File: src/rtl/msg_schedule.sv
// SHA-256 message schedule generator.
// Streams W[0..63] for one or two 512-bit blocks read from the padding
// register file, one word per valid/ready handshake.
// Optional feature macro: MSG_SCHED_BLOCK_PAUSE_EN (adds next_blk and a
// WAIT_NXT state that holds off block 1 until the compressor is ready).
module msg_schedule #(
    parameter int ADDR_W = 5,
    parameter int WORD_W = 32,
    parameter int ROUNDS = 64
) (
    input  logic              clk,
    input  logic              rst,
    input  logic              start,
    input  logic [1:0]        blocks_num,
`ifdef MSG_SCHED_BLOCK_PAUSE_EN
    input  logic              next_blk,
`endif
    output logic [ADDR_W-1:0] addr_rd,
    input  logic [WORD_W-1:0] padded_message,
    output logic [WORD_W-1:0] w_out,
    output logic              w_valid,
    input  logic              w_ready,
    output logic [5:0]        t_idx,
    output logic              blk_idx,
    output logic              busy,
    output logic              done
);

    typedef enum logic [2:0] {
        IDLE     = 3'd0,
        LOAD     = 3'd1,
        EXPAND   = 3'd2,
        FIN      = 3'd3,
        WAIT_NXT = 3'd4
    } state_t;

    localparam logic [5:0] T_LAST   = 6'(ROUNDS - 1);
    localparam logic [3:0] LOAD_END = 4'd15;

    state_t            state;
    logic              two_blk;
    logic [WORD_W-1:0] win [16];
    logic [WORD_W-1:0] expand_word;
    logic              accept;

    function automatic logic [31:0] sigma0(input logic [31:0] x);
        return {x[6:0], x[31:7]} ^ {x[17:0], x[31:18]} ^ {3'b000, x[31:3]};
    endfunction

    function automatic logic [31:0] sigma1(input logic [31:0] x);
        return {x[16:0], x[31:17]} ^ {x[18:0], x[31:19]} ^ {10'b0, x[31:10]};
    endfunction

    assign expand_word = sigma1(win[14]) + win[9] + sigma0(win[1]) + win[0];
    assign accept      = w_valid && w_ready;

    // Output word mux: pass-through while loading, recurrence while expanding
    always_comb begin
        w_out   = '0;
        w_valid = 1'b0;
        case (state)
            LOAD: begin
                w_out   = padded_message;
                w_valid = 1'b1;
            end
            EXPAND: begin
                w_out   = expand_word;
                w_valid = 1'b1;
            end
            default: begin
                w_out   = '0;
                w_valid = 1'b0;
            end
        endcase
    end

    // Control FSM, index/address counters and the 16-word sliding window
    always_ff @(posedge clk) begin
        if (!rst) begin
            state   <= IDLE;
            two_blk <= 1'b0;
            addr_rd <= '0;
            t_idx   <= '0;
            blk_idx <= 1'b0;
            busy    <= 1'b0;
            done    <= 1'b0;
            for (int i = 0; i < 16; i++) win[i] <= '0;
        end else begin
            done <= 1'b0;
            if (accept) begin
                for (int i = 0; i < 15; i++) win[i] <= win[i+1];
                win[15] <= w_out;
            end
            case (state)
                IDLE: begin
                    if (start) begin
                        // Only bit 0 selects the block count; bit 1 is don't-care.
                        two_blk <= blocks_num[0] | (blocks_num[1] & 1'b0);
                        blk_idx <= 1'b0;
                        t_idx   <= '0;
                        addr_rd <= '0;
                        busy    <= 1'b1;
                        state   <= LOAD;
                    end
                end
                LOAD: begin
                    if (accept) begin
                        t_idx <= t_idx + 6'd1;
                        if (t_idx[3:0] == LOAD_END) begin
                            // Address stays on the last loaded word during expansion.
                            state <= EXPAND;
                        end else begin
                            addr_rd <= ADDR_W'({blk_idx, t_idx[3:0] + 4'd1});
                        end
                    end
                end
                EXPAND: begin
                    if (accept) begin
                        if (t_idx == T_LAST) begin
                            if (two_blk && !blk_idx) begin
                                t_idx   <= '0;
                                blk_idx <= 1'b1;
                                addr_rd <= ADDR_W'({1'b1, 4'h0});
`ifdef MSG_SCHED_BLOCK_PAUSE_EN
                                state   <= WAIT_NXT;
`else
                                state   <= LOAD;
`endif
                            end else begin
                                busy  <= 1'b0;
                                done  <= 1'b1;
                                state <= FIN;
                            end
                        end else begin
                            t_idx <= t_idx + 6'd1;
                        end
                    end
                end
                FIN: begin
                    state <= IDLE;
                end
`ifdef MSG_SCHED_BLOCK_PAUSE_EN
                WAIT_NXT: begin
                    if (next_blk) state <= LOAD;
                end
`endif
                default: begin
                    state <= IDLE;
                end
            endcase
        end
    end

endmodule

File: config.mk
export PLATFORM = sky130hd
export DESIGN_NAME = msg_schedule
export DESIGN_NICKNAME = d
export VERILOG_FILES = /design/src/rtl/msg_schedule.sv
export SDC_FILE = /design/constraint.sdc
export NUM_CORES = 1
export LEC_CHECK = 0
export ABC_AREA = 1
export ABC_CLOCK_PERIOD_IN_PS = 22200
export CAP_MARGIN = 40
export CORE_UTILIZATION = 45
export CTS_CLUSTER_DIAMETER = 50
export DETAILED_ROUTE_END_ITERATION = 8
export PLACE_DENSITY = 0.72
export SYNTH_ARGS = -nofsm -noshare
export SYNTH_HDL_FRONTEND = slang
export SYNTH_SLANG_ARGS = --single-unit
File: constraint.sdc
create_clock -name clk -period 22.2 [get_ports clk]
set_input_delay 5.55 -clock clk [delete_from_list [all_inputs] [get_ports clk]]
set_output_delay 5.55 -clock clk [all_outputs]
set_load 0.05 [all_outputs]
**Yosys cells after proc, flatten, opt, wreduce, memory -nomap -nowiden**

Memories as Yosys holds them, arrays and structs flattened.
Cells that the tools add are included.

- Add/sub/neg operators: 5
- Eq/ne operators: 13
- Muxes and demuxes: 53
- Bitwise operators: 20
- Reductions and logical operators: 14

Operator list:

| kind | count |
|---|---|
| $mux 32 | 16 |
| $add 32x32->32 | 3 |
| $pmux 32 s2 | 1 |
| $xor 32x32->32 | 2 |
| $xor 32x22->32 | 1 |
| $xor 32x29->32 | 1 |
| $mux 5 | 6 |
| $mux 6 | 5 |
| $reduce_and 5->1 | 4 |
| $pmux 6 s3 | 1 |
| $ne 2x2->1 const B | 8 |
| $or 1x1->1 | 16 |
| $mux 3 | 5 |
| $pmux 5 s3 | 1 |
| $mux 1 | 14 |
| $pmux 3 s3 | 1 |
| $reduce_and 7->1 | 1 |
| $add 6x1->6 const B | 1 |
| $eq 6x6->1 const B | 1 |
| $add 4x1->4 const B | 1 |
| $eq 4x4->1 const B | 1 |
| $pmux 1 s2 | 2 |
| $reduce_and 4->1 | 1 |
| $eq 3x1->1 const B | 1 |
| other kinds (10) | 11 |

- Register bits: 18
- Memory bits (writable): 512
- Input port bits: 38
- Output and inout port bits: 47
- Logic and storage cells: 113
- Memories: 1

Memories:

| memory | words | bits a word | read ports | clocked after memory_dff | wr ports | line | text |
|---|---|---|---|---|---|---|---|
| win | 16 | 32 | 16 | 0 | 16 | 42 | `logic [WORD_W-1:0] win [16];` |

**Logic depth before layout (Yosys ltp)**

- Depth in word-level cells: 8
- Gate-level depth with buffers: 20
- Gate-level depth less buffers: 20

**Worst setup path after synthesis**

Ideal clock, no wire load.

- Path type: input port to flip-flop
- Start point: in rst
- End point: mem win[0][0] (enable)
- Library setup time: 3664 ps
- Arrival: 14571 ps
- Slack: 3965 ps
- Cell stages on the path: 4
- Path buffers: 3
- Cells stage by stage: clkbuf_1 clkbuf_1 clkbuf_1 nand2_1

RTL lines:

| element | line | text |
|---|---|---|
| start: declaration | 12 | `input logic rst,` |
| end: declaration | 42 |  |

**Worst setup path in the final report**

- Start point: in padded_message[1]
- End point: out w_out[1]

- Cells in the longest elaborated chain, start to end: 1

Ends and longest elaborated chain:

| element | line | text |
|---|---|---|
| start: declaration | 19 | `input logic [WORD_W-1:0] padded_message,` |
| $pmux 32 s2 | 61 | `case (state)` |
| end: declaration | 20 | `output logic [WORD_W-1:0] w_out,` |

No other way between the ends.

==> results.toml <==
[clocking]
cts_made_buffers = 61
hold_buffers = 0
root_buffer = "clkbuf_16"
clock_latency_ns = 0.63
clockBufferDepth = 3
cts_tree = "yes"
cts.sinks = 529
cts_resized = 0
path_clk_slew_ns = 0.06
cts_setup_buffers = 0
cts-htree-levels = 2

[yosys]
ys.flop_type = "edfxtp_1"
avgSynthCellArea_sq_um = 9.878
synth.distinct_cells = 41
synth_warnings = 0
synth_seq_cells = 529
synthCells = 2621
synth_edf_count = 512
seq_area_frac_synth_pct = 60.70
mappedNetlistNets = 2757
syn-cell-area_sq_um = 25890
async_flop_share_pct = 0

[timing]
fin_tns_setup_ns = 0
clock.fmax_mhz = 79.19
fin_skew_ns = 0.02648
holdWs_ns = 0.4679
setup_ws_ns = 9.573
post-route-period-util_pct = 56.88
rsz0062_at_grt = "false"
setup_viol = 0
hold_viol = 0
tightest_slew_ns = 1.040
maxSlewViolCount = 0
min_period_ns = 12.63
slew_headroom_pct = 30.65

[placement]
dp_hpwl_um = 40620
port_buffers = 83
gp_congestion = 0.8816
post-place-ws_ns = 9.570

[floorplanning]
die_x_um = 241.9
start_util_pct = 45.74
ios = 85
core-area_sq_um = 56600
die_y_um = 241.9
row_count = 87
die_area_sq_um = 58500

[grt]
grt_antenna_before_repair = 0
met2_usage_pct = 32.57
grt_first_pass_wirelength_um = 89290
overflow = 0
grtUsageMet1_pct = 26.97
use_met3_pct = 3.529
grtUsageTotal_pct = 19.82
top_usage_layer = "met2"
grt_max_degree = 192
first_global_vias = 16290

[setup_path]
rrSetupSlack_ns = 17.53
r2r_start = "win[0][40]$_SDFFCE_PN0P_"
cp_max_fo = 2
critPathMaxStageDelay_ns = 0.81
r2r_cells = 20
crit_path_end_kind = "primary output"
path_common_cell = "clkdlybuf4s50_1"
slowest_stage = "clkdlybuf4s50_1"
worstPathRequired_ns = 16.65
worstPathCellList = "clkdlybuf4s50_1, a22o_1, inv_1, nor2_1, clkdlybuf4s50_1"
arrival_ns = 7.08
crit_path_start_kind = "primary input"
critical_path_class = "in2out"
rr_endpoint = "win[1][249]$_SDFFCE_PN0P_"

[route]
via_count = 16300
viasPerCell = 4.632
wl_per_cell_um = 16.27
drc = 0
firstDrtPassIters = 5
first_iter_violations = 1349
ant_nets = 0
wirelength_um = 57250

[run]
maxCapViolCount = 0

[worst_hold_path]
min_path_cells = 2
hold_path_end = "addr_rd[2]$_SDFFE_PN0P_"
min-delay-start = "addr_rd[2]$_SDFFE_PN0P_"
min_path_type = "reg2reg"

[final_layout]
drive_gt1_share_pct = 4.814
area_delta_synth_final_pct = 14.61
diodes = 0
final_common_cell = "inv_1"
final_cell_mix = "772 x inv_1, 512 x edfxtp_1, 458 x nand2_1"
fin_nets = 2852

[status]
status = "complete, no violations"
-- worst max path at each step --
stage | slack (ns) | endpoint | startpoint
2_1_floorplan | 3.97 | win[0][0]$_SDFFCE_PN0P_ | rst
3_3_place_gp | 9.57 | w_out[0] | padded_message[0]
3_5_place_dp | 9.57 | w_out[2] | padded_message[2]
4_1_cts | 9.57 | w_out[1] | padded_message[1]
5_1_grt | 9.49 | w_out[1] | padded_message[1]
6_report | 9.57 | w_out[1] | padded_message[1]
-- through the flow --
stage	utilization, %	area [sq um]	cells
after detailed placement	48.94	27700	3409
after floorplan	-	25890	2621
after global placement	48.60	27510	3402
after CTS	52.42	29670	3519
final	52.42	29670	3519
after global routing	52.42	29670	3519
-- flip-flops by register name, indices dropped and copies added, names as in the netlist --
register	cells
busy	1
done	1
t_idx	6
state	2
win	512
addr_rd	5
two_blk	1
blk_idx	1
-- critical path, delay by kind of cell --
| kind | cells | cell delay (ns) |
|---|---|---|
| buffers and inverters | 3 | 1.31 |
| AOI/OAI and AO/OA | 1 | 0.13 |
| and+or+nand+nor | 1 | 0.08 |
-- synth_stat cells, drive strengths merged, types with 3 or more instances --
master | n | area (sq um)
fa | 62 | 1241
edfxtp | 512 | 15370
ha | 36 | 450.4
nor2 | 371 | 1395
o21ai | 19 | 95.09
a22o | 3 | 26.28
buf | 7 | 40.03
xnor2 | 76 | 665.6
dfxtp | 17 | 340.3
clkbuf | 62 | 232.7
a21oi | 73 | 376.6
nand2 | 463 | 1758
nand4 | 9 | 56.30
nor3 | 13 | 76.33
inv | 775 | 2909
xor2 | 47 | 411.6
nand3 | 56 | 302.8
or2 | 5 | 31.28
-- routing by layer --
| layer | up-vias | wire length (um) |
|---|---|---|
| li1 | 8054 | - |
| met1 | 7802 | 25570 |
| met2 | 348 | 27250 |
| met3 | 97 | 2923 |
| met4 | 0 | 1507 |
| met5 | - | 0 |
-- logic make-up (layout without fill, tap and decap cells) --
family	count (synthesis)	after routing	synth area share (%)
flip-flops	529	529	60.70
XOR/XNOR	123	123	4.161
AO/OA/AOI/OAI	103	103	2.180
AND/OR/NAND/NOR	922	922	14.11
buffers and inverters	846	988	12.32
adder cells (fa/ha/maj)	98	98	6.534
-- area by class of cell --
cell class	instances	area, sq um
fillers	5032	26930
clock inverters	35	351.6
clock buffers	75	1622
inverters	777	2917
multi-input cells	1246	7007
repair buffers	101	1116
flip-flops and latches	529	15720
well taps	756	945.9
Power is not shown: default switching activity piles up to over one toggle a cycle in this logic, so the estimate is an artifact.
